File: config.mk
export PLATFORM = sky130hd
export DESIGN_NAME = tf32_operand_prep
export DESIGN_NICKNAME = d
export VERILOG_FILES = /design/src/rtl/tf32_operand_prep_pkg.sv /design/src/rtl/fp32_to_tf32_cvt.sv /design/src/rtl/tf32_operand_prep.sv
export SDC_FILE = /design/constraint.sdc
export NUM_CORES = 1
export LEC_CHECK = 0
export CORE_UTILIZATION = 45
export DETAILED_ROUTE_END_ITERATION = 8
export GPL_TIMING_DRIVEN = 0
export HOLD_SLACK_MARGIN = 0.1
export PLACE_DENSITY = 0.75
export SLEW_MARGIN = 25
export SYNTH_ARGS = -nofsm -noshare
export SYNTH_HDL_FRONTEND = slang
export SYNTH_SLANG_ARGS = --single-unit
File: constraint.sdc
create_clock -name clk -period 3.5 [get_ports clk]
set_input_delay 0.7 -clock clk [delete_from_list [all_inputs] [get_ports clk]]
set_output_delay 0.7 -clock clk [all_outputs]
set_load 0.02 [all_outputs]
File: src/rtl/tf32_operand_prep_pkg.sv
// tf32_pkg: shared widths, constants and packed types for the TF32 operand
// preparation block.
//   tf32_t    : 19-bit TF32 value {sign, exponent[7:0], mantissa[9:0]}
//   opflags_t : per-operand classification and rounding flags
package tf32_pkg;

   localparam int unsigned TF32_W   = 19;
   localparam int unsigned EXP_W    = 8;
   localparam int unsigned MAN_W    = 10;
   localparam int unsigned FP32_W   = 32;
   localparam int unsigned MAN_DROP = 13;

   localparam logic [TF32_W-1:0] TF32_QNAN = 19'h3FE00;
   localparam logic [EXP_W-1:0]  EXP_MAX   = 8'hFF;

   typedef struct packed {
      logic             s;
      logic [EXP_W-1:0] e;
      logic [MAN_W-1:0] m;
   } tf32_t;

   typedef struct packed {
      logic zero;
      logic inf;
      logic nan;
      logic inexact;
      logic ovf;
   } opflags_t;

endpackage

File: src/rtl/fp32_to_tf32_cvt.sv
// fp32_to_tf32_cvt: combinational FP32 -> TF32 rounding and classification.
// Ports:
//   fp_i    [31:0] FP32 operand
//   tf_o    tf32_t rounded TF32 value (canonical QNaN for any NaN input)
//   flags_o opflags_t zero / inf / nan / inexact / ovf
// Parameters: RNE (1 = round-to-nearest-even, 0 = truncate), DAZ (must be 1).
module fp32_to_tf32_cvt
   import tf32_pkg::*;
#(
   parameter int unsigned RNE = 1,
   parameter int unsigned DAZ = 1
) (
   input  logic [FP32_W-1:0] fp_i,
   output tf32_t             tf_o,
   output opflags_t          flags_o
);

   if (DAZ != 1) begin : g_daz_chk
      $error("fp32_to_tf32_cvt: only DAZ=1 is supported");
   end

   logic                   s;
   logic [EXP_W-1:0]       e;
   logic [22:0]            m;
   logic [MAN_W-1:0]       keep;
   logic                   guard;
   logic                   sticky;
   logic                   up;
   logic [EXP_W+MAN_W-1:0] sum;

   assign s      = fp_i[31];
   assign e      = fp_i[30:23];
   assign m      = fp_i[22:0];
   assign keep   = m[22:MAN_DROP];
   assign guard  = m[MAN_DROP-1];
   assign sticky = |m[MAN_DROP-2:0];
   // keep[0] is the retained lsb; ties round toward an even mantissa
   assign up     = (RNE != 0) & guard & (sticky | keep[0]);
   // mantissa carry ripples into the exponent, which is the correct rounding
   assign sum    = {e, keep} + {{(EXP_W+MAN_W-1){1'b0}}, up};

   always_comb begin
      tf_o    = '0;
      flags_o = '0;
      if (e == '0) begin
         // zero or subnormal flushed to signed zero; never inexact
         tf_o.s       = s;
         flags_o.zero = 1'b1;
      end else if (e == EXP_MAX) begin
         if (m == '0) begin
            tf_o        = {s, EXP_MAX, {MAN_W{1'b0}}};
            flags_o.inf = 1'b1;
         end else begin
            tf_o        = TF32_QNAN;
            flags_o.nan = 1'b1;
         end
      end else begin
         flags_o.inexact = guard | sticky;
         if (sum[EXP_W+MAN_W-1:MAN_W] == EXP_MAX) begin
            tf_o        = {s, EXP_MAX, {MAN_W{1'b0}}};
            flags_o.ovf = 1'b1;
         end else begin
            tf_o = {s, sum};
         end
      end
   end

endmodule

File: src/rtl/tf32_operand_prep.sv
// tf32_operand_prep: two-stage valid/ready pipeline that rounds an FP32
// operand pair to TF32 and precomputes the special-case product.
// Ports:
//   clk, rst_n                 clock, async active-low reset
//   in_valid/in_ready/in_a/in_b  input stream (FP32 pair)
//   out_valid/out_ready        output stream handshake
//   out_a/out_b                TF32 operands
//   out_special/out_special_val  replace multiplier result with this value
//   out_inexact/out_overflow   OR of per-operand rounding flags
module tf32_operand_prep
   import tf32_pkg::*;
#(
   parameter int unsigned RNE = 1,
   parameter int unsigned DAZ = 1
) (
   input  logic              clk,
   input  logic              rst_n,
   input  logic              in_valid,
   output logic              in_ready,
   input  logic [FP32_W-1:0] in_a,
   input  logic [FP32_W-1:0] in_b,
   output logic              out_valid,
   input  logic              out_ready,
   output logic [TF32_W-1:0] out_a,
   output logic [TF32_W-1:0] out_b,
   output logic              out_special,
   output logic [TF32_W-1:0] out_special_val,
   output logic              out_inexact,
   output logic              out_overflow
);

   tf32_t    cvt_a, cvt_b;
   opflags_t cvt_fa, cvt_fb;

   fp32_to_tf32_cvt #(.RNE(RNE), .DAZ(DAZ)) u_cvt_a (
      .fp_i(in_a), .tf_o(cvt_a), .flags_o(cvt_fa));
   fp32_to_tf32_cvt #(.RNE(RNE), .DAZ(DAZ)) u_cvt_b (
      .fp_i(in_b), .tf_o(cvt_b), .flags_o(cvt_fb));

   logic s1_load, s2_load;
   logic s1_v_q, s2_v_q;

   tf32_t    s1_a_q, s1_b_q;
   opflags_t s1_fa_q, s1_fb_q;

   tf32_t             s2_a_q, s2_b_q;
   logic              s2_sp_q;
   logic [TF32_W-1:0] s2_val_q;
   logic              s2_inx_q, s2_ovf_q;

   assign s2_load  = !s2_v_q | out_ready;
   assign s1_load  = !s1_v_q | s2_load;
   assign in_ready = s1_load;

   // Stage 1
   always_ff @(posedge clk or negedge rst_n) begin
      if (!rst_n) begin
         s1_v_q  <= 1'b0;
         s1_a_q  <= '0;
         s1_b_q  <= '0;
         s1_fa_q <= '0;
         s1_fb_q <= '0;
      end else if (s1_load) begin
         s1_v_q <= in_valid;
         if (in_valid) begin
            s1_a_q  <= cvt_a;
            s1_b_q  <= cvt_b;
            s1_fa_q <= cvt_fa;
            s1_fb_q <= cvt_fb;
         end
      end
   end

   // Special-case product; an overflowed operand behaves as infinity
   logic              inf_a, inf_b, nan_any, inf_any, zero_any, sp_s;
   logic              sp_d;
   logic [TF32_W-1:0] val_d;

   assign inf_a    = s1_fa_q.inf | s1_fa_q.ovf;
   assign inf_b    = s1_fb_q.inf | s1_fb_q.ovf;
   assign sp_s     = s1_a_q.s ^ s1_b_q.s;
   assign nan_any  = s1_fa_q.nan | s1_fb_q.nan
                   | (inf_a & s1_fb_q.zero) | (s1_fa_q.zero & inf_b);
   assign inf_any  = inf_a | inf_b;
   assign zero_any = s1_fa_q.zero | s1_fb_q.zero;

   always_comb begin
      sp_d  = 1'b0;
      val_d = '0;
      if (nan_any) begin
         sp_d  = 1'b1;
         val_d = TF32_QNAN;
      end else if (inf_any) begin
         sp_d  = 1'b1;
         val_d = {sp_s, EXP_MAX, {MAN_W{1'b0}}};
      end else if (zero_any) begin
         sp_d  = 1'b1;
         val_d = {sp_s, {(EXP_W+MAN_W){1'b0}}};
      end
   end

   // Stage 2
   always_ff @(posedge clk or negedge rst_n) begin
      if (!rst_n) begin
         s2_v_q   <= 1'b0;
         s2_a_q   <= '0;
         s2_b_q   <= '0;
         s2_sp_q  <= 1'b0;
         s2_val_q <= '0;
         s2_inx_q <= 1'b0;
         s2_ovf_q <= 1'b0;
      end else if (s2_load) begin
         s2_v_q <= s1_v_q;
         if (s1_v_q) begin
            s2_a_q   <= s1_a_q;
            s2_b_q   <= s1_b_q;
            s2_sp_q  <= sp_d;
            s2_val_q <= val_d;
            s2_inx_q <= s1_fa_q.inexact | s1_fb_q.inexact;
            s2_ovf_q <= s1_fa_q.ovf | s1_fb_q.ovf;
         end
      end
   end

   assign out_valid       = s2_v_q;
   assign out_a           = s2_a_q;
   assign out_b           = s2_b_q;
   assign out_special     = s2_sp_q;
   assign out_special_val = s2_val_q;
   assign out_inexact     = s2_inx_q;
   assign out_overflow    = s2_ovf_q;

endmodule
# After elaboration in Yosys (flattened, before gate mapping)
# Index checks and enable logic that the tools add are counted.
[word_totals] regBits=110 output_inout_bits=62 inputBits=68 wordCells=94
[classes] addsub=2 n_eq_ne=4 mux=30 n_reduce_logical=10 bitwise_logic=20
[ops] op="19-bit 2-to-1 mux" n=7
[ops] op="18-bit 2-to-1 mux" n=4
[ops] op="23-bit logical NOT" n=2
[ops] op="18-bit by 1-bit adder with 18-bit output" n=2
[ops] op="8-bit == test, second input constant" n=4
[ops] op="12-bit OR reduction" n=2
[ops] op="8-bit logical NOT" n=2
[ops] op="1-bit OR" n=15
[ops] op="1-bit 2-to-1 mux" n=13
[ops] op="2-bit 2-to-1 mux" n=4
[ops] op="4-bit 2-to-1 mux" n=2
[ops] op="1-bit AND" n=4
[ops] op="2-bit AND reduction" n=2
[ops] op="1-bit logical NOT" n=2
[ops] op="1-bit bitwise XOR" n=1

# Longest topological paths before layout
[logic_depth] word_depth=8 ltp_mapped=10 ltp_nobuf=8

# By module
# From an unflattened synthesis, not the netlist that was laid out.
[hier_totals] hier_cells=438 hier_area_um2=5094.9
[modules_own_cells] module="tf32_operand_prep" seq_area_each_um2=2352.3 area_each_um2=3806.2 cells_each=237 instances=1
[modules_own_cells] module="fp32_to_tf32_cvt at u_cvt_a" seq_area_each_um2=0.0 area_each_um2=678.2 cells_each=103 instances=1
[modules_own_cells] module="fp32_to_tf32_cvt at u_cvt_b" seq_area_each_um2=0.0 area_each_um2=610.6 cells_each=98 instances=1

# Worst setup path before layout
# OpenSTA, ideal clock, no wires.
[synth_path] path_kind="input -> register" from="input in_b[13]" to="register s1_b_q[9] (netlist bit)" path_buffers=1 required_ps=3377 stages=9 slack_ps=990 setup_time_ps=123 t_arrival_ps=2387 path_cell_list="and2_1 > ha_1 > and4_1 > a2111oi_0 > a32o_1 > o22ai_1 > nor4_2 > buf_6 > o21ai_2"
[synth_via] elab_chain_cells=7 word_cells_on_any_way=9 classes_between="add/sub: 1; eq/ne: 1; mux: 4; bitwise: 2; reduce/logical: 1"
[synth_lines] item="start: declaration" line_no="tf32_operand_prep.sv:21" text="input logic [FP32_W-1:0] in_b,"
[synth_lines] item="1-bit OR" line_no="fp32_to_tf32_cvt.sv:38" text="assign up = (RNE != 0) & guard & (sticky | keep[0]);"
[synth_lines] item="1-bit AND" line_no="fp32_to_tf32_cvt.sv:38"
[synth_lines] item="18-bit by 1-bit adder with 18-bit output" line_no="fp32_to_tf32_cvt.sv:40" text="assign sum = {e, keep} + {{(EXP_W+MAN_W-1){1'b0}}, up};"
[synth_lines] item="8-bit == test" line_no="fp32_to_tf32_cvt.sv:59" text="if (sum[EXP_W+MAN_W-1:MAN_W] == EXP_MAX) begin"
[synth_lines] item="18-bit 2-to-1 mux" line_no="fp32_to_tf32_cvt.sv:59"
[synth_lines] item="19-bit 2-to-1 mux (*)" line_no="fp32_to_tf32_cvt.sv:49" text="end else if (e == EXP_MAX) begin"
[synth_lines] item="18-bit 2-to-1 mux (*)" line_no="fp32_to_tf32_cvt.sv:45" text="if (e == '0) begin"
[synth_lines] item="end signal: assignment" line_no="tf32_operand_prep.sv:67" text="s1_b_q <= cvt_b;"
[synth_lines] item="end: declaration" line_no="tf32_operand_prep.sv:43" text="tf32_t s1_a_q, s1_b_q;"
# Every way passes the cells marked *; elsewhere a longest branch is shown, timed or not.
# A chain may end at the register's enable or synchronous reset.

# Worst setup path in the final report
[layout_path] from="input in_b[13]" to="register s1_b_q[0] (netlist bit)"
[layout_via] elab_chain_cells=7
[layout_lines] item="1-bit OR" line_no="fp32_to_tf32_cvt.sv:38"
[layout_lines] item="1-bit AND" line_no="fp32_to_tf32_cvt.sv:38"
[layout_lines] item="18-bit by 1-bit adder with 18-bit output (*)" line_no="fp32_to_tf32_cvt.sv:40"
[layout_lines] item="8-bit == test" line_no="fp32_to_tf32_cvt.sv:59"
[layout_lines] item="18-bit 2-to-1 mux (*)" line_no="fp32_to_tf32_cvt.sv:59"
[layout_lines] item="19-bit 2-to-1 mux (*)" line_no="fp32_to_tf32_cvt.sv:49"
[layout_lines] item="18-bit 2-to-1 mux (*)" line_no="fp32_to_tf32_cvt.sv:45"
# Marked as above.

==> impl_metrics.ini <==
[timing]
fin_crit_sh_pct = 86.2
max-slew-margin-rel_pct = 60.7
period_needed_ns = 3.02
maxSlewViolCount = 0
hold-worst-slack_ns = 0.246
setup_violations = 0
worstMarginPinSlew_ns = 0.590
finalSetupTns_ns = 0
max_clock_freq_mhz = 331
hold_violations = 0
finalClockSkew_ns = 0.00879
postLayoutSetupSlackWorst_ns = 0.483
rsz0062_at_grt = false

[grt]
grt_pass1_vias = 4237
track_usage_pct = 22.7
grt_max_degree = 54
overflow = 0
grt_first_pass_wirelength_um = 19900
antenna_found_initial = 0

[critical_path]
cp_max_fo = 10
arrival_ns = 3.27
reg2regPathDepth = 7
worst-setup-path-type = input port to register
crit_chain = clkdlybuf4s50_1 > and2_1 > ha_1 > and4_1 > a2111oi_0 > a32o_1 > o22ai_1 > nor4_2 > buf_6 > o21ai_2
r2r_start = out_valid
regToRegSetupSlack_ns = 1.40
slowest_delay_ns = 0.50
cp-start-kind = input port
end_kind = register
crit_buf_inv = 2
crit_family = compound AO/OA/AOI/OAI gates
r2r_end = s1_fa_q[1]
slowest_stage = clkdlybuf4s50_1
required_ns = 3.75

[final_layout]
layout.cells.most_common_list = nand2_1 (182), clkdlybuf4s50_1 (117), dfrtp_1 (94)
syn2layout_area_growth_pct = 33.6
n_fill_cell = 863
mostFrequentLayoutCell = nand2_1
nNetsFinal = 753
drive_above_1_share_pct = 8.14
antennaDiodeCount = 0
fin_util_pct = 62.1

[die]
start_util_pct = 46.5
die_h_um = 105
boundaryPins = 130
rows = 37
die_w_um = 105
die-area_sq_um = 11100
core-area_sq_um = 10300

[clock_network]
path_clk_slew_ns = 0.08
cts_tree = done
holdBufCountCts = 0
post_cts_resized = 0
cts_htree_levels = 3
clock_latency_ns = 0.36
cts_root_buf = clkbuf_8
cts.sinks = 94
cts_setup_buffers = 0
numCtsBuffers = 9
cts_buffer_depth = 2

[min_path]
hold_class = input port to asynchronous set/reset pin

[drt]
first_pass_iters = 5
wire_per_inst_um = 14.5
drtAntennaViolNets = 0
via_per_inst = 5.28
dr.first_iter.drc_count = 216
via_count = 4347
finalWirelength_um = 12000
drc_errors = 0

[pwr]
switching_share_pct = 31.7
power_density_nw_per_um2 = 459
pwr-share-clk_pct = 24.8
switchingPower_uw = 932
p_leak_uw = 0.00287
internal_power_uw = 2010
finalPower_uw = 2940
irDropWorstVdd_v = 0.000233
power_frac_comb_pct = 29.1
seqPwrFrac_pct = 46.1

[logic_synthesis]
synth_enable_flop_cells = 0
synth_cell_types = 53
synth_flop_cell = dfrtp_1
synth-seq-area-share_pct = 49.0
syn-instance-count = 545
syn_area_sq_um = 4800
ys_warn_count = 0
avgSynthCellArea_sq_um = 8.80
synth_seq_cells = 94
async_flop_share_pct = 100

[placement]
place_ws_ns = 0.131
port_buffers = 118
gp_congestion = 0.907
dp_hpwl_um = 9090

[run_status]
status = completed

[job]
cap_violations = 0
[logic make-up (layout without fill, tap and decap cells)]
group / after synthesis / after routing / share of synthesized area, %
DFF: 94 / 94 / 49.0
AOI/OAI and AO/OA: 83 / 83 / 12.2
adders and majority gates: 2 / 2 / 0.522
xor gates and xnor gates: 29 / 29 / 5.29
muxes: 2 / 2 / 0.417
and+or+nand+nor: 288 / 288 / 27.3
other: 1 / 9 / 0.0782
buffers and inverters: 46 / 181 / 5.11
[worst register-to-register path, cell delays in order, from the launching register on]
cell and delay [ns]:
dfrtp_1 0.41, nand3b_1 0.19, and2_0 0.35, nand2_1 0.24, nor2_1 0.18, clkbuf_1 0.38, o21ai_0 0.19, nand2_1 0.10
[power groups by stage]
stage | combinational [uW] | sequential (uW) | clock, uW
after floorplan | 304 | 1480 | 0
after global placement | 836 | 1370 | 0
after detailed placement | 857 | 1380 | 0
after CTS | 862 | 1360 | 740
after global routing | 927 | 1380 | 789
final | 855 | 1360 | 730
[per-layer routing]
layer	track usage, %	up-vias	wire (um)
met5	0	-	0
met4	8.35	0	218
met3	4.76	23	558
met2	36.8	145	5760
met1	30.0	2056	5430
li1	-	2123	-
[cells in the mapped netlist (5+ instances only)]
cell | instances | area, sq um
and3_1 | 5 | 31.3
a21oi_1 | 14 | 70.1
clkbuf_1 | 16 | 60.1
nor3_1 | 9 | 45.0
a32o_1 | 11 | 110
dfrtp_1 | 94 | 2350
nand3_1 | 15 | 75.1
o21ai_0 | 21 | 105
a21o_1 | 7 | 52.6
nor4_1 | 16 | 100
xor2_1 | 9 | 78.8
nor2_1 | 24 | 90.1
o21ai_2 | 10 | 87.6
nand2_1 | 182 | 683
buf_4 | 16 | 120
inv_1 | 7 | 26.3
nand4_1 | 10 | 62.6
xnor2_1 | 20 | 175
[sequential cells by signal (all words and copies together), names as in the netlist]
| name | count |
|---|---|
| out_special_val | 3 |
| out_special | 1 |
| out_inexact | 1 |
| out_valid | 1 |
| out_b | 19 |
| s1_v_q | 1 |
| s1_fb_q | 5 |
| out_overflow | 1 |
| s1_fa_q | 5 |
| s1_a_q | 19 |
| s1_b_q | 19 |
| out_a | 19 |
[worst max-delay path by stage]
stage	start	end	slack, ns	cells past startpoint
after CTS	in_b[13]	s1_b_q[6]	0.52	10
after detailed placement	in_b[12]	s1_b_q[6]	0.13	10
after floorplan	in_b[13]	s1_b_q[9]	0.99	9
after global routing	in_b[12]	s1_b_q[6]	0.31	10
final	in_b[13]	s1_b_q[0]	0.48	10
after global placement	rst_n	out_b[6]	-1.53	1
[final cells by class]
cell class              count  area [sq um]  area share, %
flip-flops and latches     94          2350           36.7
multi-input cells         413          2230           34.8
repair buffers            119          1210           18.9
plain buffers              39           219           3.42
well taps                 136           170           2.66
clock buffers              11           141           2.21
clock inverters             5          58.8          0.918
inverters                   7          26.3          0.410
[through the flow]
step,area (sq um),cells
6_report,6410,824
3_3_place_gp,6180,807
5_1_grt,6410,824
4_1_cts,6410,824
3_5_place_dp,6210,808
2_1_floorplan,4830,553
Note: power is estimated with default switching activity, not from simulation.
